### src/rtl/uart.sv
// uart: byte-wide 8N1 serial transceiver with a programmable bit-period divisor,
// a one-byte TX holding register, a one-byte RX buffer with sticky error flags
// and a single level interrupt.
//
// Bus handshake: an access is a single cycle with bus_cyc=1. bus_we=1 marks a
// write, which takes effect on that edge. Every access, read or write, loads
// data_out with the addressed register value on that edge, so read data is
// valid the following cycle. There is no wait state and no back-pressure.
module uart (
    input  logic       wb_clk_i,
    input  logic       rst_n,
    input  logic [3:0] addr,
    input  logic [7:0] data_in,
    output logic [7:0] data_out,
    input  logic       bus_cyc,
    input  logic       bus_we,
    output logic       TXD,
    input  logic       RXD,
    output logic       irq,
    output logic [1:0] o_dbg_tx_state,
    output logic [1:0] o_dbg_rx_state
);
    typedef enum logic [1:0] {ST_IDLE = 2'd0, ST_START = 2'd1, ST_DATA = 2'd2, ST_STOP = 2'd3} state_t;

    logic [15:0] r_div;
    logic [2:0]  r_ctrl;
    logic [7:0]  r_data_out;
    logic [7:0]  r_tx_hold, r_tx_shift, w_tx_shift_nx;
    logic        r_tx_full, w_tx_load;
    state_t      r_tx_state, w_tx_state_nx;
    logic [15:0] r_tx_cnt, w_tx_cnt_nx;
    logic [2:0]  r_tx_bit, w_tx_bit_nx;
    logic        r_sync1, r_sync2, r_rx_prev;
    state_t      r_rx_state, w_rx_state_nx;
    logic [15:0] r_rx_cnt, w_rx_cnt_nx;
    logic [2:0]  r_rx_bit, w_rx_bit_nx;
    logic [7:0]  r_rx_shift, w_rx_shift_nx, r_rx_buf;
    logic        r_rx_valid, r_ovr, r_ferr;
    logic        w_rx_done, w_rx_stop_ok, w_store;
    logic [15:0] w_div_eff, w_half_m1;
    logic        w_wr_data, w_rd_data, w_wr_stat, w_wr, w_tx_busy, w_txd;
    logic [7:0]  w_rd_mux;

    // Period-1 is max(DIV,3); the half-period reload is P/2-1 with P = div_eff+1.
    assign w_div_eff = (r_div < 16'd3) ? 16'd3 : r_div;
    assign w_half_m1 = {1'b0, w_div_eff[15:1]} + {15'd0, w_div_eff[0]} - 16'd1;

    assign w_wr      = bus_cyc & bus_we;
    assign w_wr_data = w_wr & (addr == 4'd0);
    assign w_wr_stat = w_wr & (addr == 4'd1);
    assign w_rd_data = bus_cyc & ~bus_we & (addr == 4'd0);
    assign w_tx_busy = (r_tx_state != ST_IDLE);

    // Serial line is decoded from TX state so reset forces it high asynchronously.
    assign w_txd = (r_tx_state == ST_START) ? 1'b0 :
                   (r_tx_state == ST_DATA)  ? r_tx_shift[0] : 1'b1;
    assign TXD            = w_txd;
    assign data_out       = r_data_out;
    assign irq            = (r_ctrl[0] & r_rx_valid) | (r_ctrl[1] & ~r_tx_full);
    assign o_dbg_tx_state = r_tx_state;
    assign o_dbg_rx_state = r_rx_state;

    // TX next-state: counters reload with the current divisor only at bit boundaries.
    always_comb begin
        w_tx_state_nx = r_tx_state;
        w_tx_cnt_nx   = r_tx_cnt;
        w_tx_bit_nx   = r_tx_bit;
        w_tx_shift_nx = r_tx_shift;
        w_tx_load     = 1'b0;
        case (r_tx_state)
            ST_IDLE: begin
                if (r_tx_full) begin
                    w_tx_load     = 1'b1;
                    w_tx_shift_nx = r_tx_hold;
                    w_tx_cnt_nx   = w_div_eff;
                    w_tx_state_nx = ST_START;
                end
            end
            ST_START: begin
                if (r_tx_cnt == 16'd0) begin
                    w_tx_state_nx = ST_DATA;
                    w_tx_cnt_nx   = w_div_eff;
                    w_tx_bit_nx   = 3'd0;
                end else begin
                    w_tx_cnt_nx = r_tx_cnt - 16'd1;
                end
            end
            ST_DATA: begin
                if (r_tx_cnt == 16'd0) begin
                    w_tx_cnt_nx   = w_div_eff;
                    w_tx_shift_nx = {1'b1, r_tx_shift[7:1]};
                    if (r_tx_bit == 3'd7) w_tx_state_nx = ST_STOP;
                    else                  w_tx_bit_nx   = r_tx_bit + 3'd1;
                end else begin
                    w_tx_cnt_nx = r_tx_cnt - 16'd1;
                end
            end
            ST_STOP: begin
                if (r_tx_cnt == 16'd0) begin
                    // A waiting byte starts its frame straight away, no idle bit between.
                    if (r_tx_full) begin
                        w_tx_load     = 1'b1;
                        w_tx_shift_nx = r_tx_hold;
                        w_tx_cnt_nx   = w_div_eff;
                        w_tx_state_nx = ST_START;
                    end else begin
                        w_tx_state_nx = ST_IDLE;
                    end
                end else begin
                    w_tx_cnt_nx = r_tx_cnt - 16'd1;
                end
            end
            default: w_tx_state_nx = ST_IDLE;
        endcase
    end

    // TX state register.
    always_ff @(posedge wb_clk_i or negedge rst_n) begin
        if (!rst_n) begin
            r_tx_state <= ST_IDLE;
            r_tx_cnt   <= 16'd0;
            r_tx_bit   <= 3'd0;
            r_tx_shift <= 8'hFF;
        end else begin
            r_tx_state <= w_tx_state_nx;
            r_tx_cnt   <= w_tx_cnt_nx;
            r_tx_bit   <= w_tx_bit_nx;
            r_tx_shift <= w_tx_shift_nx;
        end
    end

    // RX next-state: start edge, mid-start check, eight data samples, one stop sample.
    always_comb begin
        w_rx_state_nx = r_rx_state;
        w_rx_cnt_nx   = r_rx_cnt;
        w_rx_bit_nx   = r_rx_bit;
        w_rx_shift_nx = r_rx_shift;
        w_rx_done     = 1'b0;
        w_rx_stop_ok  = 1'b0;
        case (r_rx_state)
            ST_IDLE: begin
                if (r_rx_prev && !r_sync2) begin
                    w_rx_state_nx = ST_START;
                    w_rx_cnt_nx   = w_half_m1;
                end
            end
            ST_START: begin
                if (r_rx_cnt == 16'd0) begin
                    if (r_sync2) begin
                        w_rx_state_nx = ST_IDLE;
                    end else begin
                        w_rx_state_nx = ST_DATA;
                        w_rx_cnt_nx   = w_div_eff;
                        w_rx_bit_nx   = 3'd0;
                    end
                end else begin
                    w_rx_cnt_nx = r_rx_cnt - 16'd1;
                end
            end
            ST_DATA: begin
                if (r_rx_cnt == 16'd0) begin
                    w_rx_shift_nx = {r_sync2, r_rx_shift[7:1]};
                    w_rx_cnt_nx   = w_div_eff;
                    if (r_rx_bit == 3'd7) w_rx_state_nx = ST_STOP;
                    else                  w_rx_bit_nx   = r_rx_bit + 3'd1;
                end else begin
                    w_rx_cnt_nx = r_rx_cnt - 16'd1;
                end
            end
            ST_STOP: begin
                if (r_rx_cnt == 16'd0) begin
                    w_rx_done     = 1'b1;
                    w_rx_stop_ok  = r_sync2;
                    w_rx_state_nx = ST_IDLE;
                end else begin
                    w_rx_cnt_nx = r_rx_cnt - 16'd1;
                end
            end
            default: w_rx_state_nx = ST_IDLE;
        endcase
    end

    // RX synchronizer (loopback selects TXD) and RX state register.
    always_ff @(posedge wb_clk_i or negedge rst_n) begin
        if (!rst_n) begin
            r_sync1    <= 1'b1;
            r_sync2    <= 1'b1;
            r_rx_prev  <= 1'b1;
            r_rx_state <= ST_IDLE;
            r_rx_cnt   <= 16'd0;
            r_rx_bit   <= 3'd0;
            r_rx_shift <= 8'h00;
        end else begin
            r_sync1    <= r_ctrl[2] ? w_txd : RXD;
            r_sync2    <= r_sync1;
            r_rx_prev  <= r_sync2;
            r_rx_state <= w_rx_state_nx;
            r_rx_cnt   <= w_rx_cnt_nx;
            r_rx_bit   <= w_rx_bit_nx;
            r_rx_shift <= w_rx_shift_nx;
        end
    end

    assign w_store = w_rx_done & w_rx_stop_ok;

    // Read mux for the registered data_out.
    always_comb begin
        w_rd_mux = 8'hAA;
        case (addr)
            4'd0:    w_rd_mux = r_rx_buf;
            4'd1:    w_rd_mux = {3'b000, r_ferr, r_ovr, w_tx_busy, ~r_tx_full, r_rx_valid};
            4'd2:    w_rd_mux = r_div[7:0];
            4'd3:    w_rd_mux = r_div[15:8];
            4'd4:    w_rd_mux = {5'b00000, r_ctrl};
            default: w_rd_mux = 8'hAA;
        endcase
    end

    // Bus-visible registers: config, TX holding, RX buffer and sticky flags.
    always_ff @(posedge wb_clk_i or negedge rst_n) begin
        if (!rst_n) begin
            r_div      <= 16'd433;
            r_ctrl     <= 3'd0;
            r_data_out <= 8'h00;
            r_tx_hold  <= 8'h00;
            r_tx_full  <= 1'b0;
            r_rx_buf   <= 8'h00;
            r_rx_valid <= 1'b0;
            r_ovr      <= 1'b0;
            r_ferr     <= 1'b0;
        end else begin
            if (bus_cyc) r_data_out <= w_rd_mux;
            if (w_wr && addr == 4'd2) r_div[7:0]  <= data_in;
            if (w_wr && addr == 4'd3) r_div[15:8] <= data_in;
            if (w_wr && addr == 4'd4) r_ctrl      <= data_in[2:0];
            // A write into a full holding register is silently dropped.
            if (w_tx_load) begin
                r_tx_full <= 1'b0;
            end else if (w_wr_data && !r_tx_full) begin
                r_tx_hold <= data_in;
                r_tx_full <= 1'b1;
            end
            // A read in the same cycle frees the buffer for the incoming byte.
            if (w_store) begin
                if (!r_rx_valid || w_rd_data) begin
                    r_rx_buf   <= r_rx_shift;
                    r_rx_valid <= 1'b1;
                end
            end else if (w_rd_data) begin
                r_rx_valid <= 1'b0;
            end
            if (w_store && r_rx_valid && !w_rd_data) r_ovr <= 1'b1;
            else if (w_wr_stat && data_in[3])        r_ovr <= 1'b0;
            if (w_rx_done && !w_rx_stop_ok)          r_ferr <= 1'b1;
            else if (w_wr_stat && data_in[4])        r_ferr <= 1'b0;
        end
    end
endmodule

### config.mk
export PLATFORM = sky130hd
export DESIGN_NAME = uart
export DESIGN_NICKNAME = d
export VERILOG_FILES = /design/src/rtl/uart.sv
export SDC_FILE = /design/constraint.sdc
export NUM_CORES = 1
export LEC_CHECK = 0
export BUFFER_PORTS_ARGS = -buffer_cell sky130_fd_sc_hd__clkbuf_2
export CORE_AREA = 4 4 112 114
export DETAILED_ROUTE_END_ITERATION = 16
export DIE_AREA = 0 0 116 118
export HOLD_SLACK_MARGIN = 0.15
export PLACE_DENSITY_LB_ADDON = 0.15
export SETUP_SLACK_MARGIN = 0.15
export SLEW_MARGIN = 0
export SYNTH_ARGS = -nofsm -noshare
export SYNTH_HDL_FRONTEND = slang
export SYNTH_SLANG_ARGS = --single-unit
export TNS_END_PERCENT = 5
### constraint.sdc
create_clock -name wb_clk_i -period 7.7 [get_ports wb_clk_i]
set_input_delay 0.385 -clock wb_clk_i [delete_from_list [all_inputs] [get_ports wb_clk_i]]
set_output_delay 0.385 -clock wb_clk_i [all_outputs]
set_load 0.01 [all_outputs]
Word-level counts from Yosys, hierarchy flattened --
Cells that the tools add are included.
Operators by class: add/subtract/negate cells 6, multipliers 0, div/mod/pow operators 0, magnitude comparators 1, equality and inequality tests 28, shift-type cells 0, muxes and demuxes 58, bitwise operators 12, reductions and logical operators 40
Operators with widths (count):
- 16-bit two-way mux | 9
- 16-bit case mux with 4 select lines | 1
- 16-bit case mux with 3 select lines | 1
- 16-bit by 1-bit subtractor with 16-bit output (second input constant) | 3
- 8-bit case mux with 5 select lines | 1
- 16-bit logical NOT | 2
- 8-bit two-way mux | 3
- 8-bit case mux with 3 select lines | 1
- 2-bit two-way mux | 11
- 2-bit inequality test (second input constant) | 11
- 3-bit two-way mux | 7
- 1-bit two-way mux | 19
- 15-bit by 1-bit adder with 16-bit output | 1
- 16-bit by 2-bit < comparator with 1-bit output (second input constant) | 1
- 2-bit case mux with 4 select lines | 2
- 5-bit AND reduction | 3
- 2-bit nonzero test | 7
- 3-bit case mux with 2 select lines | 2
- 1-bit logical AND | 10
- 1-bit AND | 8
- 2-bit equality test (second input constant) | 4
- 4-bit by 2-bit equality test with 1-bit output (second input constant) | 2
- 2-bit by 1-bit inequality test with 1-bit output (second input constant) | 4
- 2-bit AND reduction | 4
- 17 further kinds | 28
Storage, ports and cells: bits in registers 108, bits in latches 0, bits in writable memories 0, memory bits (read-only) 0, bits of input ports 17, output and inout bits 14, logic and storage cells 166, memories 0

Depth between registers and ports, before layout --
word-level depth 7, depth in mapped cells 11, mapped depth without buffers 10

Worst setup path after synthesis --
OpenSTA, ideal clock, no wires.
path kind reg2reg, start point reg r_div[7], end point reg r_rx_cnt[10], setup time 0.121 ns, data arrival time 2.830 ns, required time 7.579 ns, slack 4.749 ns, cell stages (with the launch flop) 11, path buffers 1, period minus slack after synthesis 2.951 ns, cells stage by stage dfstp_2 -> clkbuf_1 -> nor4_2 -> a41oi_1 -> ha_1 -> ha_1 -> or4b_4 -> nor3b_2 -> mux2i_1 -> nor2_1 -> a22o_1
On the way: word-level cells in the longest chain between the ends 6, elaborated cells between the ends (all ways) 9, classes of those cells 2 x add/sub; 1 x order compare; 6 x mux
RTL lines:
- start: declaration | line 25 | logic [15:0] r_div;
- start signal: assignment | line 233 | if (w_wr && addr == 4'd2) r_div[7:0] <= data_in;
- 16-bit by 2-bit < comparator with 1-bit output | line 45 | assign w_div_eff = (r_div < 16'd3) ? 16'd3 : r_div;
- 16-bit two-way mux * | line 45
- 15-bit by 1-bit adder with 16-bit output | line 46 | assign w_half_m1 = {1'b0, w_div_eff[15:1]} + {15'd0, w_div_eff[0]} - 16'd1;
- 16-bit by 1-bit subtractor with 16-bit output | line 46
- 16-bit two-way mux | line 142 | if (r_rx_prev && !r_sync2) begin
- 16-bit case mux with 4 select lines * | line 140 | case (r_rx_state)
- end signal: assignment | line 198 | r_rx_cnt <= w_rx_cnt_nx;
- end: declaration | line 35 | logic [15:0] r_rx_cnt, w_rx_cnt_nx;
Every way passes the cells marked *; elsewhere a longest branch is shown, timed or not. The select of a mux whose other input is x is not followed. A chain may end at the register's enable or synchronous reset.

Worst setup path in the final report --
start point reg r_div[4], end point reg r_rx_cnt[10]
Same word-level chain as after synthesis.

==> impl_results.md <==
* Status: finished, final reports clean
* Min cycle time layout at 3.09 ns
* Core ar. at 0.0114 sq mm
* Combinational share of power at between 40% and 50%
* Nets at about 750
* P_int at 1.54 mW
* Vias per cell at ~6.6
* Post-synth EDFFs at 0
* Clock transition at path regs at 0.08 ns
* Most common cell after layout, fill and taps aside: dfrtp_1
* Antenna cells at 0
* Global route total overflow at 0
* Clk network pwr share at between 10% and 20%
* Register Area at 0.00272 sq mm
* Die Ht at 118 um
* CTS tree: built
* RR Startpoint: r_div[4]
* Post-synthesis cell area at 0.00685 sq mm
* Dominant synthesized flop cell: dfrtp_1
* Crit path arrival time at approximately 3.3 ns
* Final hold viol count at 0
* Fmax at 324 MHz
* Synth Register Bits at between 100 and 150
* Flop pwr share at 35.1%
* Switching power total at 1.29 mW
* Routed vias at ~5.6k
* Synthesized instance count at 714
* Routability cong. at between 0.9 and 1
* CTS Root Cell: clkbuf_16
* Rows at 39
* Placed cells at around 840
* CTS HTree Levels at 3
* Avg WL per Cell at 20.3 um
* Switching share of power at roughly 46%
* Initial DRC count at 502
* Synth-to-Final Area Change at 5.63%
* Lkg Pwr at 3.10 nW
* Setup Skew at 0.0102 ns
* Max Cap Viol at 0
* Setup slack, reg-to-reg at 4.61 ns
* Drt first pass iters at 8
* CP Capture Type: register
* CTS Sinks at 108
* CP max FO at 11
* RSZ-0062 raised after global routing: no
* Final ANT Viol Nets at 0
* Multi-input gate area at 0.00376 sq mm
* Clk Latency, worst-skew pair at 0.36 ns
* Final worst path period share at 40.1%
* Worst hold path type: in -> reg
* WP data required at 7.95 ns
* Pins over their slew limit at 0
* Post-Syn Area per Cell at around 9.6 sq um
* Initial core utilization at 59.9%
* CP Launch Type: register
* Most frequent cells in the layout: dfrtp_1, nand2_1, nor2_1
* Top-Level Pins at 31
* WS Path Type: reg -> reg
* Dpl hpwl at 12,300 um
* Worst setup startpoint: r_div[4]
* GRT Util Overall at between 20 and 30%
* Vias in the first global route at between 5k and 6k
* Final std cells w/o fill at around 860
* Global routing usage on met1 at 39.3%
* Hold_sp: RXD
* Post-Syn Nets at 752
* Worst hold slack at around 0.26 ns
* Async set or reset register ratio after synthesis at 100%
* DRC at 0
* Ys Warns at 0
* Fin Setup TNS at 0 ns
* Fraction of layout instances using a drive strength above 1 at 17.8%
* Fillers at 964
* Met3 usage at 5.35%
* First-pass GRT wire length at 28,600 um
* Initial antenna violation count at 0
* M2 GR Usage at 36.7%
* Seq/Total Area, Yosys at 39.8%
* Largest net degree at the start of global routing at 58
* Slew @ Worst Pin at ~1.0 ns
* Synth unique cells at 82
* CTS Buf Count at 9
* PortBufs at 30
* VDD IR-drop max at 0.000226 V
* Clk buf depth at 2
* Power Density at 392 mW/mm^2
* Max-slew headroom at the worst pin at 30.5%
* Chip Width at 116 um
* Setup violators final at 0
* Total Die Area at 0.0137 sq mm
* Most Crowded Layer GR: met1
* Final WL at 17,300 um
logic make-up after synthesis:
logic type,share of synthesized area [%]
and+or+nand+nor,17.6
AOI/OAI and AO/OA,19.2
DFF,39.8
buffers and inverters,5.34
muxes,12.1
adders and majority gates,3.84
xor gates and xnor gates,2.18
per-stage QoR:
step / utilization [%] / worst slack [ns] / power [mW] / instance area [sq um]
2_1_floorplan: - / 4.75 / 2.03 / 6850
3_3_place_gp: 60.8 / 4.73 / 2.33 / 6940
3_5_place_dp: 60.8 / 4.64 / 2.37 / 6940
4_1_cts: 63.3 / 4.63 / 2.82 / 7230
5_1_grt: 63.3 / 4.41 / 3.03 / 7230
6_report: 63.3 / 4.61 / 2.84 / 7230
power groups by stage:
stage | combinational (mW) | sequential (mW) | clock, mW
2_1_floorplan | 1.15 | 0.881 | 0
6_report | 1.39 | 0.995 | 0.447
4_1_cts | 1.38 | 0.988 | 0.456
5_1_grt | 1.54 | 1.02 | 0.477
3_3_place_gp | 1.34 | 0.988 | 0
3_5_place_dp | 1.37 | 0.995 | 0
per-layer routing:
metal | vias to the layer above | wire, um
li1 | 2607 | -
met1 | 2736 | 7720
met2 | 235 | 7960
met3 | 46 | 1120
met4 | 0 | 533
met5 | - | 0
what timing repair did:
item	4_1_cts	5_1_grt
hold endpoints to repair	43	0
setup buffers	0	0
hold buffers	1	0
gates resized for setup	0	0
flip-flops by register name, indices dropped and copies added (netlist names), 2 cells and up, named ones only:
register / count
r_rx_shift: 8
r_div: 16
r_tx_cnt: 16
r_tx_shift: 8
r_tx_hold: 8
data_out: 8
r_rx_buf: 8
r_tx_bit: 3
o_dbg_tx_state: 2
r_rx_cnt: 16
r_rx_bit: 3
r_ctrl: 3
final cells by class:
cell class | instances | share of cell area (%)
Multi-Input combinational cell | 524 | 52.0
Tap cell | 143 | 2.47
Sequential cell | 108 | 37.7
Inverter | 31 | 1.61
Clock inverter | 5 | 0.623
Clock buffer | 11 | 3.22
Timing Repair Buffer | 33 | 2.46
synth_stat cells (all sizes together), types with 6 or more instances:
master  count  area, sq um
dfrtp      92         2300
a21oi      38          198
buf        18          124
nand4      12          111
o31ai       6         50.1
nor4       16          155
xnor2      10         87.6
dfstp      16          420
mux2       47          529
mux2i      23          230
nand3      20          100
a221oi      7         61.3
inv        31          116
o22ai      15         93.8
a211oi      7         65.1
clkbuf     33          125
ha         21          263
xor2        7         61.3
nor3       16         85.1
nor2       48          180
a31oi      13         81.3
a22o       10         87.6
nand2b      6         37.5
nand2      65          244
o21ai      47          239
worst paths after layout:
check / cells past startpoint / to
min in group asynchronous: 2 / r_tx_cnt[8]
hold / removal: 2 / r_sync1
hold reg to reg: 0 / r_sync2
max in group asynchronous: 3 / r_rx_shift[0]
setup / recovery: 9 / r_rx_cnt[10]
setup reg to reg: 9 / r_rx_cnt[10]
critical path: stages, from the launching register on:
cell and delay (ns):
dfstp_2 0.66, nor4_1 0.10, a41oi_1 0.39, ha_1 0.27, ha_1 0.15, or4b_4 0.46
nor3b_2 0.30, mux2i_1 0.32, nor2_1 0.07, a22o_1 0.25
Power figures use the tool's default switching activity.
